$ cat src/rtl/hazard_ctrl.sv
// Hazard/stall scheduler for the 5-stage OTTER pipeline: forwarding, load-use stall, branch flush, memory wait FSM.
// Hazard outputs are combinational on the current cycle; FSM state, wait counter, MemErr and perf counters update on clk.
// A pending data-memory access freezes every stage until MemAckM or the wait-cycle timeout releases it.
module hazard_ctrl #(
    parameter int REG_ADDR_W  = 5,
    parameter int CNT_W       = 32,
    parameter int MEM_TIMEOUT = 255
) (
    input  logic                  clk,
    input  logic                  reset,
    input  logic [REG_ADDR_W-1:0] Rs1D,
    input  logic [REG_ADDR_W-1:0] Rs2D,
    input  logic [REG_ADDR_W-1:0] Rs1E,
    input  logic [REG_ADDR_W-1:0] Rs2E,
    input  logic [REG_ADDR_W-1:0] RdE,
    input  logic [REG_ADDR_W-1:0] RdM,
    input  logic [REG_ADDR_W-1:0] RdW,
    input  logic                  RegWriteM,
    input  logic                  RegWriteW,
    input  logic                  LoadE,
    input  logic                  PCSrcE,
    input  logic                  MemReqM,
    input  logic                  MemAckM,
    output logic [1:0]            ForwardAE,
    output logic [1:0]            ForwardBE,
    output logic                  StallF,
    output logic                  StallD,
    output logic                  StallE,
    output logic                  StallM,
    output logic                  StallW,
    output logic                  FlushD,
    output logic                  FlushE,
    output logic                  MemErr,
    output logic [CNT_W-1:0]      StallCnt,
    output logic [CNT_W-1:0]      FlushCnt
);

    // Wait counter only needs to reach MEM_TIMEOUT; keep one bit when timeout is disabled.
    localparam int WC_W = (MEM_TIMEOUT > 0) ? $clog2(MEM_TIMEOUT + 1) : 1;
    localparam logic [WC_W-1:0] TIMEOUT_V = WC_W'(MEM_TIMEOUT);

    typedef enum logic {RUN = 1'b0, MWAIT = 1'b1} state_t;

    state_t          state;
    state_t          state_nxt;
    logic [WC_W-1:0] waitcnt;
    logic            timeout_hit;
    logic            mem_stall;
    logic            lw_stall;
    logic            any_stall;

    // waitcnt equals the number of cycles already stalled for the current access,
    // so hitting MEM_TIMEOUT here means exactly MEM_TIMEOUT stall cycles have elapsed.
    assign timeout_hit = (MEM_TIMEOUT != 0) && (waitcnt == TIMEOUT_V);
    assign mem_stall   = MemReqM && !MemAckM && !timeout_hit;
    assign lw_stall    = LoadE && (RdE != '0) && ((RdE == Rs1D) || (RdE == Rs2D));
    assign any_stall   = StallF | StallD | StallE | StallM | StallW;

    // State register: RUN / MWAIT.
    always_ff @(posedge clk) begin
        if (reset) begin
            state <= RUN;
        end else begin
            state <= state_nxt;
        end
    end

    // Next-state: enter MWAIT on an unanswered request, leave on ack or forced release.
    always_comb begin
        state_nxt = state;
        case (state)
            RUN:     if (mem_stall) state_nxt = MWAIT;
            MWAIT:   if (MemAckM || timeout_hit) state_nxt = RUN;
            default: state_nxt = RUN;
        endcase
    end

    // Hazard outputs: forwarding muxes, stalls and flushes for the current cycle.
    always_comb begin
        ForwardAE = 2'b00;
        ForwardBE = 2'b00;
        StallF    = 1'b0;
        StallD    = 1'b0;
        StallE    = 1'b0;
        StallM    = 1'b0;
        StallW    = 1'b0;
        FlushD    = 1'b1;
        FlushE    = 1'b1;
        if (!reset) begin
            // M result is younger than W, so it wins when both match.
            if (RegWriteM && (RdM != '0) && (RdM == Rs1E))      ForwardAE = 2'b10;
            else if (RegWriteW && (RdW != '0) && (RdW == Rs1E)) ForwardAE = 2'b01;
            if (RegWriteM && (RdM != '0) && (RdM == Rs2E))      ForwardBE = 2'b10;
            else if (RegWriteW && (RdW != '0) && (RdW == Rs2E)) ForwardBE = 2'b01;

            if (mem_stall) begin
                // Whole pipe frozen; branch and load-use decisions stay in E and are
                // re-evaluated on the release cycle, so no flush here.
                StallF = 1'b1;
                StallD = 1'b1;
                StallE = 1'b1;
                StallM = 1'b1;
                StallW = 1'b1;
                FlushD = 1'b0;
                FlushE = 1'b0;
            end else begin
                StallF = lw_stall;
                StallD = lw_stall;
                FlushD = PCSrcE;
                FlushE = PCSrcE | lw_stall;
            end
        end
    end

    // Wait counter: counts consecutive memory-stall cycles, cleared whenever not stalling.
    always_ff @(posedge clk) begin
        if (reset) begin
            waitcnt <= '0;
        end else if (!mem_stall) begin
            waitcnt <= '0;
        end else if (MEM_TIMEOUT != 0) begin
            waitcnt <= waitcnt + 1'b1;
        end
    end

    // Sticky error: set only on a genuine timeout (an ack in the same cycle wins).
    always_ff @(posedge clk) begin
        if (reset) begin
            MemErr <= 1'b0;
        end else if (MemReqM && !MemAckM && timeout_hit) begin
            MemErr <= 1'b1;
        end
    end

    // Saturating perf counters for stall cycles and branch-flush cycles.
    always_ff @(posedge clk) begin
        if (reset) begin
            StallCnt <= '0;
            FlushCnt <= '0;
        end else begin
            if (any_stall && (StallCnt != '1)) StallCnt <= StallCnt + 1'b1;
            if (FlushD && (FlushCnt != '1))    FlushCnt <= FlushCnt + 1'b1;
        end
    end

endmodule

$ cat config.mk
export PLATFORM = sky130hd
export DESIGN_NAME = hazard_ctrl
export DESIGN_NICKNAME = d
export VERILOG_FILES = /design/src/rtl/hazard_ctrl.sv
export SDC_FILE = /design/constraint.sdc
export NUM_CORES = 1
export LEC_CHECK = 0
export CELL_PAD_IN_SITES_DETAIL_PLACEMENT = 1
export CELL_PAD_IN_SITES_GLOBAL_PLACEMENT = 1
export CORE_AREA = 2 2 108 110
export DETAILED_ROUTE_END_ITERATION = 10
export DIE_AREA = 0 0 110 112
export PLACE_DENSITY_LB_ADDON = 0.25
export SLEW_MARGIN = 20
export SYNTH_ARGS = -nofsm -noshare
export SYNTH_HDL_FRONTEND = slang
export SYNTH_SLANG_ARGS = --single-unit
$ cat constraint.sdc
create_clock -name clk -period 4.5 [get_ports clk]
set_input_delay 0.675 -clock clk [delete_from_list [all_inputs] [get_ports clk]]
set_output_delay 0.675 -clock clk [all_outputs]
set_load 0.05 [all_outputs]
== Yosys cells after proc, flatten, opt, wreduce, memory -nomap -nowiden ==
Index checks and enable logic that the tools add are counted.

* Logic and storage cells: 55
* Bits of input ports: 43
* Register bits: 73

* Bitwise operators: 5
* Add/sub/neg operators: 3
* Multiplexer cells: 14
* Equality and inequality tests: 9
* Reductions and logical operators: 20

{| class="wikitable"
|+ Operators with widths
! kind !! count
|-
| $add 32x1->32 const B || 2
|-
| $ne 32x32->1 const B || 2
|-
| $eq 5x5->1 || 6
|-
| $reduce_bool 5->1 || 3
|-
| $logic_and 1x1->1 || 13
|-
| $mux 1 || 10
|-
| $add 8x1->8 const B || 1
|-
| $eq 8x8->1 const B || 1
|-
| $mux 2 || 4
|-
| $or 1x1->1 || 4
|-
| $logic_not 1->1 || 2
|-
| $reduce_or 2->1 || 1
|-
| $logic_or 1x1->1 || 1
|-
| $not 1->1 || 1
|}

== Longest topological paths before layout ==
* Word-level depth: 9
* Gate-level depth with buffers: 10
* Depth with buffers taken out: 7

== Worst setup path before layout ==
OpenSTA, ideal clock, no wires.

* Path kind: input -> output
* Start point: in RdM[1]
* End point: out ForwardAE[0]
* Arrival time: 3,145 ps
* Stages: 4
* Required time: 3,825 ps
* Setup slack: 680 ps
* Cells stage by stage: or4_1 -> o21ai_0 -> nor3_1 -> nor4_1

* Longest elaborated chain between the ends: 5

{| class="wikitable"
|+ RTL lines
! what !! RTL line !! RTL
|-
| from (decl) || 16 || <nowiki>input logic [REG_ADDR_W-1:0] RdM,</nowiki>
|-
| $reduce_bool 5->1 || 91 || <nowiki>if (RegWriteM && (RdM != '0) && (RdM == Rs1E)) ForwardAE = 2'b10;</nowiki>
|-
| $logic_and 1x1->1 || 91 ||
|-
| $logic_and 1x1->1 * || 91 ||
|-
| $mux 2 * || 91 ||
|-
| $mux 2 * || 89 || <nowiki>if (!reset) begin</nowiki>
|-
| to (decl) || 24 || <nowiki>output logic [1:0] ForwardAE,</nowiki>
|}

Every way passes the cells marked *; elsewhere a longest branch is shown, timed or not.

== Final worst setup path ==
* Start point: in RdM[1]
* End point: out ForwardBE[0]

* Longest elaborated chain between the ends: 5

{| class="wikitable"
|+ RTL lines
! what !! RTL line !! RTL
|-
| $reduce_bool 5->1 || 93 || <nowiki>if (RegWriteM && (RdM != '0) && (RdM == Rs2E)) ForwardBE = 2'b10;</nowiki>
|-
| $logic_and 1x1->1 || 93 ||
|-
| $logic_and 1x1->1 * || 93 ||
|-
| $mux 2 * || 93 ||
|-
| $mux 2 * || 89 ||
|-
| to (decl) || 25 || <nowiki>output logic [1:0] ForwardBE,</nowiki>
|}

Marks and branches as above.

==> results.txt <==
- Outcome: finished clean
- In this run the tightest slew margin relative to its limit is 0.428.
- TritonCTS built the clock tree.
* Commonest cells post-synth: 73 x dfxtp_1, 55 x nor2_1, 49 x xnor2_1
- Global-route usage over all layers: 0.208
* Port bufs: 118
- Max-slew violation count: 0
- Number of stages on the worst hold path: 1
- Asr flop ratio synth: 0
* P per Cell Area: 280 mW/mm²
* Proportion of synthesized chip area in sequential cells: 0.361
- Synthesis produced a netlist with a net count of 544.
- Critical path fanouts, max: 4
- In the post-synthesis netlist, the biggest area contributors are dfxtp_1 36%, xnor2_1 11%, nor2_1 5.1%.
- Of the post-synthesis cell area, the part taken by muxes is 0.0183.
- Number of buffers added by the clock tree synthesis step: 9
- At the end of routability-driven placement, the weighted congestion stood at 0.812.
- Clock tree synthesis selected as its root buffer the cell clkbuf_16.
- Area share of and/or/nand/nor cells after synthesis: 0.325
- Data on the critical path is required at its endpoint by 3830 ps.
* Std-Cell Core Area: 0.0112 mm²
* Die Y: 112 µm
- After synthesis the netlist holds a flip-flop and latch count of 73.
- The HPWL after detailed placement is 9240 µm.
* Layout filler cell count: 1348
* Largest family of logic cells by synthesized area: simple AND/OR/NAND/NOR gates
- By instance count, the leading cell after synthesis is dfxtp_1.
* Hold violation total from the final report: 0
- Die Area: 0.0123 mm²
- The clock passes through at most 2 buffers.
- Initial cell density of the core: 0.362
- Measured in cells, the most critical reg-to-reg path has a length of 8.
- Highest achievable clock rate: 243 MHz
* Remaining global-route overflow: 0
- CP Class: in -> out
* Leakage: 1.77 nW
- After synthesis the cells add up to 0.00404 mm².
- Max cap viols: 0
* XOR/XNOR Fraction of Synth Area: 0.139
- X dimension of the die: 110 µm
* Routed WL per cell: 16.6 µm
- Counting flops with a built-in enable in the synthesized netlist gives 0.
* Crit path time final: 4120 ps
- Maximum level of the CTS H-tree: 3
- Setup repair after global routing left no endpoint under its margin.
- After clock tree synthesis, the clock-pin slew on the worst setup and hold paths is 50 ps.
* Residual DRC: 0
- Count of nets after finishing: 651
- Top cell type by total area after synthesis: dfxtp_1
- Skew final: 6.54 ps
- Worst slack at placement: 387 ps
- For the pin with the worst max-slew slack, the measured transition is 858 ps.
* CTS-repair resized insts: 0
* Antenna Diode Count: 0
- Dividing the detail-routed via count by the number of cells gives 5.50.
- Detailed Route Iter0 Violations: 126
- Across the VDD grid, the largest voltage drop is 0.199 mV.
- Layout area overhead: 38.8%
* Vias in the first global route: 4209
- For this run, the leading register cell type out of synthesis is dfxtp_1.
- Placement Rows: 39
- The routed design has 12500 µm of wire.
* Adder-Cell Fraction of Synth Area: 0.00929
- Data arrival time at the worst-slack endpoint: 3440 ps
* Crit share post-route: 0.915
- Setup bufs post-CTS: 0
- Synthesis warning total: 0
- Total of endpoints with negative setup slack in the final report: 0
- The clock net in this run drives a total of 73 sinks.
- Post-route ant nets: 0
- The initial antenna violation count is 0.
- Skew-Pair Late Insertion Delay: 340 ps
- Pre-Repair DR Iteration Count: 4
* CP endpoint kind: primary output
- Maximum number of pins on one net before global-route repair: 68
* Setup TNS after final layout: 0 ps
* Wire length of the first global-routing pass: 20400 µm
- Proportion of layout cells with a drive suffix above 1: 0.0591
* I/O Pins: 119
- Across all layers, the routed design uses 4138 vias.
- Hold/Removal Path Class: reg -> reg
* Setup ws final: 380 ps
* Cts hold-fix bufs: 0
* Synthesized area per cell: 8.12 µm²
- Number of cells produced by synthesis: 498
- Of the post-synthesis cell area, the dominant cell type holds 0.361.
* Kind of start point of the critical path: input port
- The post-synthesis compound-gate area fraction came to 0.105.
* Count of distinct cell types in the synthesized netlist: 44
-- layout by cell type (no fill, tap or decap), types with 5 or more instances in the layout --
| cell type | instances |
|---|---|
| and4_1 | 7 |
| nor3_1 | 23 |
| dfxtp_1 | 73 |
| nor2_1 | 55 |
| o31ai_1 | 7 |
| clkdlybuf4s50_1 | 115 |
| nand2_1 | 38 |
| a21oi_1 | 22 |
| buf_4 | 7 |
| or3_1 | 12 |
| o211ai_1 | 5 |
| nor4_1 | 22 |
| clkbuf_16 | 9 |
| o21ai_0 | 17 |
| xnor2_1 | 49 |
| or4_1 | 12 |
| nand4_1 | 20 |
| nand3_1 | 30 |
| and3_1 | 8 |
| inv_1 | 9 |
| xor2_1 | 15 |
-- routing by layer --
layer	part of all wire	routed length, µm	vias to the layer above	track usage
li1	-	-	2015	-
met1	0.43	5350	2007	0.248
met2	0.50	6270	97	0.355
met3	0.052	648	19	0.0556
met4	0.019	242	0	0.0726
met5	0	0	-	0
-- cell type report --
type / count / area, µm² / share of cell area
Clock buffer: 13 / 280 / 0.0500
Clock inverter: 2 / 35.0 / 0.00624
Inverter: 9 / 33.8 / 0.00602
Multi-Input combinational cell: 389 / 2410 / 0.430
Sequential cell: 73 / 1460 / 0.260
Tap cell: 143 / 179 / 0.0319
Timing Repair Buffer: 123 / 1210 / 0.215
-- path summary, 6_finish.rpt --
| path | from | endpoint | slack (ps) |
|---|---|---|---|
| setup / recovery | RdM[1] | ForwardBE[0] | 380 |
| hold / removal | waitcnt[0]$_SDFF_PN0_ | waitcnt[0]$_SDFF_PN0_ | 480 |
| setup reg to reg | waitcnt[0]$_SDFF_PN0_ | StallCnt[25]$_SDFFE_PP0P_ | 1650 |
| hold reg to reg | waitcnt[0]$_SDFF_PN0_ | waitcnt[0]$_SDFF_PN0_ | 480 |
-- per-stage QoR --
step | total power, mW | util | instance area [µm²] | hold slack [ps] | std cells
2_1_floorplan | 0.754 | - | 4040 | 441 | 498
3_3_place_gp | 0.825 | 0.474 | 5300 | 467 | 737
3_5_place_dp | 0.830 | 0.474 | 5300 | 469 | 737
4_1_cts | 1.59 | 0.502 | 5610 | 483 | 752
5_1_grt | 1.63 | 0.502 | 5610 | 510 | 752
6_report | 1.57 | 0.502 | 5610 | 481 | 752
-- logic make-up after synthesis --
| kind of cell | count (synthesis) |
|---|---|
| DFF | 73 |
| adders and majority gates | 3 |
| and+or+nand+nor | 247 |
| muxes | 7 |
| xor gates and xnor gates | 64 |
| buffers and inverters | 36 |
| AOI/OAI and AO/OA | 68 |
-- power by group --
part	switching, mW	leakage, nW	internal, mW
Sequential	0.00497	0.588	0.650
Combinational	0.0888	1.03	0.0710
Clock	0.272	0.158	0.486
Total	0.366	1.77	1.21
-- critical path: stages --
cell	delay, ps
clkdlybuf4s50_1	470
or4_1	540
o21ai_0	390
nor3_1	120
nor4_1	370
clkdlybuf4s50_1	870
-- registers in the layout, indices dropped and copies added (netlist names) --
name	flops
MemErr	1
FlushCnt	32
StallCnt	32
waitcnt	8
No activity file was read; power rests on OpenSTA's default activity.
